[src/rtl/string_frame_send.sv]
// string_frame_send: sends marker, payload and optional CR/LF
// through a byte-level UART tx_data/tx_start/tx_done handshake.
module string_frame_send #(
  parameter int unsigned byte_num     = 11,
  parameter logic [7:0]  start_signal = ".",
  parameter bit          end_crlf     = 1'b1
) (
  input  logic                  clk,
  input  logic                  rst,
  input  logic [byte_num*8-1:0] str_in,
  input  logic [7:0]            str_len,
  input  logic                  send_start,
  output logic [7:0]            uart_data,
  output logic                  uart_start,
  input  logic                  uart_tx_done,
  output logic                  busy,
  output logic                  done
);

  localparam int unsigned BW  = byte_num * 8;
  localparam int unsigned CL2 = $clog2(byte_num + 1);
  localparam int unsigned CW  = (CL2 < 1) ? 1 : CL2;

  localparam logic [7:0] MAXLEN = 8'(byte_num);

  localparam logic [2:0] S_IDLE    = 3'd0;
  localparam logic [2:0] S_MARK    = 3'd1;
  localparam logic [2:0] S_PAYLOAD = 3'd2;
  localparam logic [2:0] S_CR      = 3'd3;
  localparam logic [2:0] S_LF      = 3'd4;
  localparam logic [2:0] S_FIN     = 3'd5;

  localparam logic [2:0] S_TAIL = end_crlf ? S_CR : S_FIN;

  logic [2:0]    state_q, state_d;
  logic          wt_q, wt_d;
  logic [BW-1:0] buf_q, buf_d;
  logic [CW-1:0] cnt_q, cnt_d;
  logic [7:0]    data_q, data_d;
  logic          start_q, start_d;
  logic          busy_q, busy_d;
  logic          done_q, done_d;
  logic          hist_q;

  logic [7:0]    len_cl;
  logic [CW-1:0] len_cnt;
  logic          rise;
  logic          tx_ack;
  logic [7:0]    tx_byte;
  logic [2:0]    nxt;

  assign len_cl  = (str_len > MAXLEN) ? MAXLEN : str_len;
  assign len_cnt = CW'(len_cl);
  assign rise    = send_start & ~hist_q;
  // a tx_done coincident with our own tx_start belongs to the previous byte
  assign tx_ack  = uart_tx_done & ~start_q;

  always_comb begin
    tx_byte = 8'h00;
    nxt     = S_IDLE;
    unique case (state_q)
      S_MARK: begin
        tx_byte = start_signal;
        nxt     = (cnt_q != '0) ? S_PAYLOAD : S_TAIL;
      end
      S_PAYLOAD: begin
        tx_byte = buf_q[BW-1 -: 8];
        nxt     = (cnt_q == CW'(1)) ? S_TAIL : S_PAYLOAD;
      end
      S_CR: begin
        tx_byte = 8'h0d;
        nxt     = S_LF;
      end
      S_LF: begin
        tx_byte = 8'h0a;
        nxt     = S_FIN;
      end
      default: begin
        tx_byte = 8'h00;
        nxt     = S_IDLE;
      end
    endcase
  end

  always_comb begin
    state_d = state_q;
    wt_d    = wt_q;
    buf_d   = buf_q;
    cnt_d   = cnt_q;
    data_d  = data_q;
    start_d = 1'b0;
    busy_d  = busy_q;
    done_d  = 1'b0;
    unique case (state_q)
      S_IDLE: begin
        if (rise) begin
          state_d = S_MARK;
          wt_d    = 1'b0;
          buf_d   = str_in;
          cnt_d   = len_cnt;
          busy_d  = 1'b1;
        end
      end
      S_MARK, S_PAYLOAD, S_CR, S_LF: begin
        if (!wt_q) begin
          start_d = 1'b1;
          wt_d    = 1'b1;
          data_d  = tx_byte;
        end else if (tx_ack) begin
          wt_d    = 1'b0;
          state_d = nxt;
          if (state_q == S_PAYLOAD) begin
            buf_d = buf_q << 8;
            cnt_d = cnt_q - CW'(1);
          end
          if (nxt == S_FIN) begin
            done_d = 1'b1;
            busy_d = 1'b0;
            data_d = 8'h00;
          end
        end
      end
      S_FIN: begin
        state_d = S_IDLE;
      end
      default: begin
        state_d = S_IDLE;
        wt_d    = 1'b0;
        busy_d  = 1'b0;
        data_d  = 8'h00;
      end
    endcase
  end

  always_ff @(posedge clk or negedge rst) begin
    if (!rst) begin
      state_q <= S_IDLE;
      wt_q    <= 1'b0;
      buf_q   <= '0;
      cnt_q   <= '0;
      data_q  <= 8'h00;
      start_q <= 1'b0;
      busy_q  <= 1'b0;
      done_q  <= 1'b0;
      hist_q  <= 1'b1;
    end else begin
      state_q <= state_d;
      wt_q    <= wt_d;
      buf_q   <= buf_d;
      cnt_q   <= cnt_d;
      data_q  <= data_d;
      start_q <= start_d;
      busy_q  <= busy_d;
      done_q  <= done_d;
      hist_q  <= send_start;
    end
  end

  assign uart_data  = data_q;
  assign uart_start = start_q;
  assign busy       = busy_q;
  assign done       = done_q;

endmodule
[config.mk]
export PLATFORM = sky130hd
export DESIGN_NAME = string_frame_send
export DESIGN_NICKNAME = d
export VERILOG_FILES = /design/src/rtl/string_frame_send.sv
export SDC_FILE = /design/constraint.sdc
export NUM_CORES = 1
export LEC_CHECK = 0
export ABC_AREA = 1
export CAP_MARGIN = 20
export CORE_MARGIN = 1
export CORE_UTILIZATION = 34
export CTS_CLUSTER_DIAMETER = 80
export DETAILED_ROUTE_END_ITERATION = 12
export GPL_TIMING_DRIVEN = 0
export SLEW_MARGIN = 20
export SYNTH_ARGS = -nofsm -noshare
export SYNTH_HDL_FRONTEND = slang
export SYNTH_SLANG_ARGS = --single-unit
[constraint.sdc]
create_clock -name clk -period 3.1 [get_ports clk]
set_input_delay 0.62 -clock clk [delete_from_list [all_inputs] [get_ports clk]]
set_output_delay 0.62 -clock clk [all_outputs]
set_load 0.1 [all_outputs]
## Word-level counts from Yosys, hierarchy flattened

Index checks and enable logic that the tools add are counted.

- Register bits after elaboration: 108
- Input port bits: 100
- Output and inout port bits: 11
- Logic and storage cells: 79

- $add $sub $neg: 1
- Order comparisons: 1
- Equality and inequality tests: 14
- Mux-type cells: 38
- Bitwise logic cells: 6
- Reduce and logical (&&, ||, !) cells: 10

Operators with widths:

| cell | count |
|---|---|
| $mux W88 | 4 |
| $pmux W88 S2 | 1 |
| $pmux W8 S4 | 1 |
| $mux W8 | 3 |
| $mux W4 | 5 |
| $pmux W8 S2 | 1 |
| $mux W1 | 15 |
| $pmux W3 S4 | 1 |
| $ne A2 B2 Y1 const B | 5 |
| $reduce_and A5 Y1 | 2 |
| $eq A3 B3 Y1 const B | 3 |
| $mux W3 | 3 |
| $gt A8 B4 Y1 const B | 1 |
| $pmux W4 S2 | 1 |
| $eq A3 B2 Y1 const B | 2 |
| $ne A3 B3 Y1 const B | 2 |
| $pmux W1 S3 | 2 |
| $pmux W3 S2 | 1 |
| $reduce_and A3 Y1 | 2 |
| $eq A4 B1 Y1 const B | 1 |
| $not A1 Y1 | 4 |
| $reduce_bool A4 Y1 | 1 |
| $reduce_or A4 Y1 | 1 |
| $sub A4 B1 Y4 const B | 1 |
| 6 further kinds | 7 |

## Depth between registers and ports, before layout

- Depth in word-level cells: 8
- Gate-level depth with buffers: 12
- Gate-level depth less buffers: 9

## Worst setup path after synthesis

No wires, ideal clock.

- Kind: register to register
- Start: reg start_q, in the netlist uart_start
- End: reg buf_q[84]
- Library setup time: 0.118 ns
- Data arrival time: 1.706 ns
- Required time: 2.982 ns
- Path slack: 1.276 ns
- Cell stages (with the launch flop): 9
- Path buffers: 1
- Clock period less this slack: 1.824 ns
- Cells stage by stage: dfrtp_1 -> nor2_1 -> nand2_1 -> inv_1 -> nor2_1 -> nor2_4 -> buf_2 -> nand3_1 -> nand2_1

- Longest elaborated chain between the ends: 4

Ends and longest elaborated chain:

| what | line | RTL |
|---|---|---|
| from (decl) | 40 | `logic start_q, start_d;` |
| from (signal assigned) | 152 | `start_q <= start_d;` |
| $not A1 Y1 | 56 | `assign tx_ack = uart_tx_done & ~start_q;` |
| $and A1 B1 Y1 | 56 |  |
| $ne A2 B2 Y1 (no line) | - |  |
| $reduce_and A5 Y1 (no line) | - |  |
| to (signal assigned) | 149 | `buf_q <= buf_d;` |
| to (decl) | 37 | `logic [BW-1:0] buf_q, buf_d;` |

No other way between the ends.
A chain may end at the register's enable or synchronous reset.

## Final worst setup path

- Start: reg data_q[3], in the netlist uart_data[3]
- End: out uart_data[3]

RTL lines:

| what | line | RTL |
|---|---|---|
| from (decl) | 39 | `logic [7:0] data_q, data_d;` |
| from (signal assigned) | 151 | `data_q <= data_d;` |
| to (decl) | 13 | `output logic [7:0] uart_data,` |

No word-level cell between the ends.

==> results.md <==
* Status: complete, no violations
* Crit-path slowest cell: clkdlybuf4s50_1
* Reg-to-Reg End: buf_q[9]$_DFFE_PN0P_
* Total wire length at 14900 µm
* TritonRoute pass-1 iters at 5
* Detail-routed via count per cell at 4.58
* Most frequent cells in the layout: nand2_1 (482), clkdlybuf4s50_1 (109), dfrtp_1 (107)
* Hold_buf cts at 0
* PwrDens at 1180 nW/µm²
* # IOs at 111
* Hold Vio Cnt, Final at 0
* Clock-pin slew on the worst setup and hold paths at 0.06 ns
* Setup CP Type: flop to primary output
* Cells after synthesis at 801
* DRT antenna net count at 0
* CTS Buf Count at 9
* Worst Path Arrival at 1.84 ns
* Post-synthesis register bit count at 108
* Worst min-delay path category: primary input to asynchronous set/reset pin
* R2R setup slack at 1.14 ns
* Post-Layout Cell Count at 1144
* Gr ovfl total at 0
* Clk root buf: clkbuf_16
* Initial Util at 0.353
* Drt drc at 0
* Layout cells sized above 1 at 0.0700
* Reg2reg start: state_q[0]$_DFFE_PN0P_
* Synth top area share at 0.472
* Mapped Nets at 904
* Largest net degree at the start of global routing at 58
* Setup bufs post-CTS at 0
* PostCTS Resize Cnt at 0
* Slew at the pin closest to its max-slew limit at 0.966 ns
* Placed cells at 1128
* Post-Syn Area at 5670 µm²
* Max-Cap Viols at 0
* Routed via count at 5239
* Worst Clk Skew at 0.00800 ns
* RSZ-0062 raised after global routing: false
* Clock Path Buffers at 2
* ANT cells at 0
* Initial antenna violation count at 0
* Final Cycle Share at 0.793
* Total power at 8.68 mW
* Yosys top cell by area: dfrtp_1
* Die area at 17200 µm²
* Count of final max-slew check failures at 0
* Critical path peak fanout at 2
* Htree depth at 3
* Worst path cell trace: clkdlybuf4s50_1
* Gr usage total at 0.182
* HPWL Detailed at 10800 µm
* Tmin final at 2.46 ns
* Syn_area_per_cell at 7.08 µm²
* Leak Pwr at 3.99 nW
* Final Setup Violations at 0
* Worst Path Required at 2.48 ns
* Post-synthesis cell type count at 24
* First-pass GRT wire length at 25000 µm
* F_max at 0.407 GHz
* Startpoint class of the critical path: flop
* RePlAce Congestion at 0.792
* Synth-to-layout area growth at 29.9%
* Crit end category: primary output
* Final nets at 1026
* Sequential area share after synthesis at 0.477
* Reg2Reg Depth at 6
* Core Area at 16100 µm²
* Total of warnings raised by yosys at 0
* Die width at 131 µm
* Commonest non-fill, non-tap cell in the layout: nand2_1
* Row Count at 46
* Worst skew pair latency at 0.35 ns
* DRT iter0 DRCs at 284
* Crit path max-delay family: buffers and inverters
* Peak supply drop at 0.516 mV
* Average wire per standard cell at 13.0 µm
* Die Y-Extent at 131 µm
* TritonCTS clock tree: done
* Relative slew slack at 0.354
* CP max stage delay at 1.14 ns
* Sink Count at 108
* Synth top area cells: dfrtp_1 (47%), nand2_1 (32%), nand3_1 (8.5%)
* Vias in the first global route at 4993
* Buf+Inv Stages, Crit Path at 1
* IO Port Bufs at 110
[synthesized netlist by cell type (all sizes together)]
| master | instances |
|---|---|
| dfrtp | 107 |
| nand3b | 2 |
| nand3 | 97 |
| nand2 | 486 |
| nor2 | 16 |
| o21ai | 5 |
| inv | 19 |
| xor2 | 1 |
| o21a | 1 |
| buf | 39 |
| o2111ai | 1 |
| ha | 3 |
| nand4 | 12 |
| dfstp | 1 |
| clkbuf | 11 |
[area by class of cell]
class | count | area [µm²]
sequential | 108 | 2700
clock buffer | 15 | 268
tap | 216 | 270
timing repair buffer | 111 | 1130
multi-input combinational | 624 | 2590
clock inverter | 1 | 30.0
fill | 1639 | 8690
buffer | 50 | 309
inverter | 19 | 71.3
[metal layers]
layer / up-vias / wire, µm / global-route usage
li1: 2746 / - / -
met1: 2370 / 7350 / 0.256
met2: 112 / 6740 / 0.282
met3: 11 / 633 / 0.0421
met4: 0 / 135 / 0.0399
met5: - / 0 / 0
[worst max-delay path by stage]
stage	startpoint	endpoint	depth (start not counted)	slack, ns
floorplan	uart_start$_DFF_PN0_	buf_q[84]$_DFFE_PN0P_	8	1.28
global placement	rst	buf_q[43]$_DFFE_PN0P_	1	-2.98
detailed placement	uart_tx_done	buf_q[9]$_DFFE_PN0P_	10	0.76
CTS	busy$_DFFE_PN0P_	busy	1	0.62
global route	uart_data[1]$_DFFE_PN0P_	uart_data[1]	1	0.59
finish	uart_data[3]$_DFFE_PN0P_	uart_data[3]	1	0.64
[through the flow]
step | hold slack, ns | util | instance area [µm²] | worst slack (ns) | TNS [ns]
2_1_floorplan | 0.324 | - | 5670 | 1.28 | 0
3_3_place_gp | 0.457 | 0.439 | 7040 | -2.98 | -319.64
3_5_place_dp | 0.462 | 0.440 | 7070 | 0.760 | 0
4_1_cts | 0.231 | 0.459 | 7370 | 0.624 | 0
5_1_grt | 0.247 | 0.459 | 7370 | 0.587 | 0
6_report | 0.206 | 0.459 | 7370 | 0.641 | 0
[report_power, final]
part | switching, mW | total [mW] | internal (mW)
combinational | 3.40 | 5.11 | 1.71
sequential | 0.341 | 2.38 | 2.04
clock | 0.509 | 1.18 | 0.673
total | 4.25 | 8.68 | 4.42
[kinds of logic after synthesis]
| logic type | count (synthesis) | synth area share |
|---|---|---|
| fa+ha+maj | 3 | 0.00662 |
| compound gates | 7 | 0.00728 |
| simple gates | 613 | 0.441 |
| buf+inv | 69 | 0.0671 |
| flops | 108 | 0.477 |
| xor+xnor | 1 | 0.00154 |
[registers in the layout, indices dropped and copies added (netlist names)]
signal	flops
buf_q	88
busy	1
cnt_q	4
done	1
hist_q	1
state_q	3
uart_data	8
uart_start	1
wt_q	1
(Power assumes the default switching activity.)
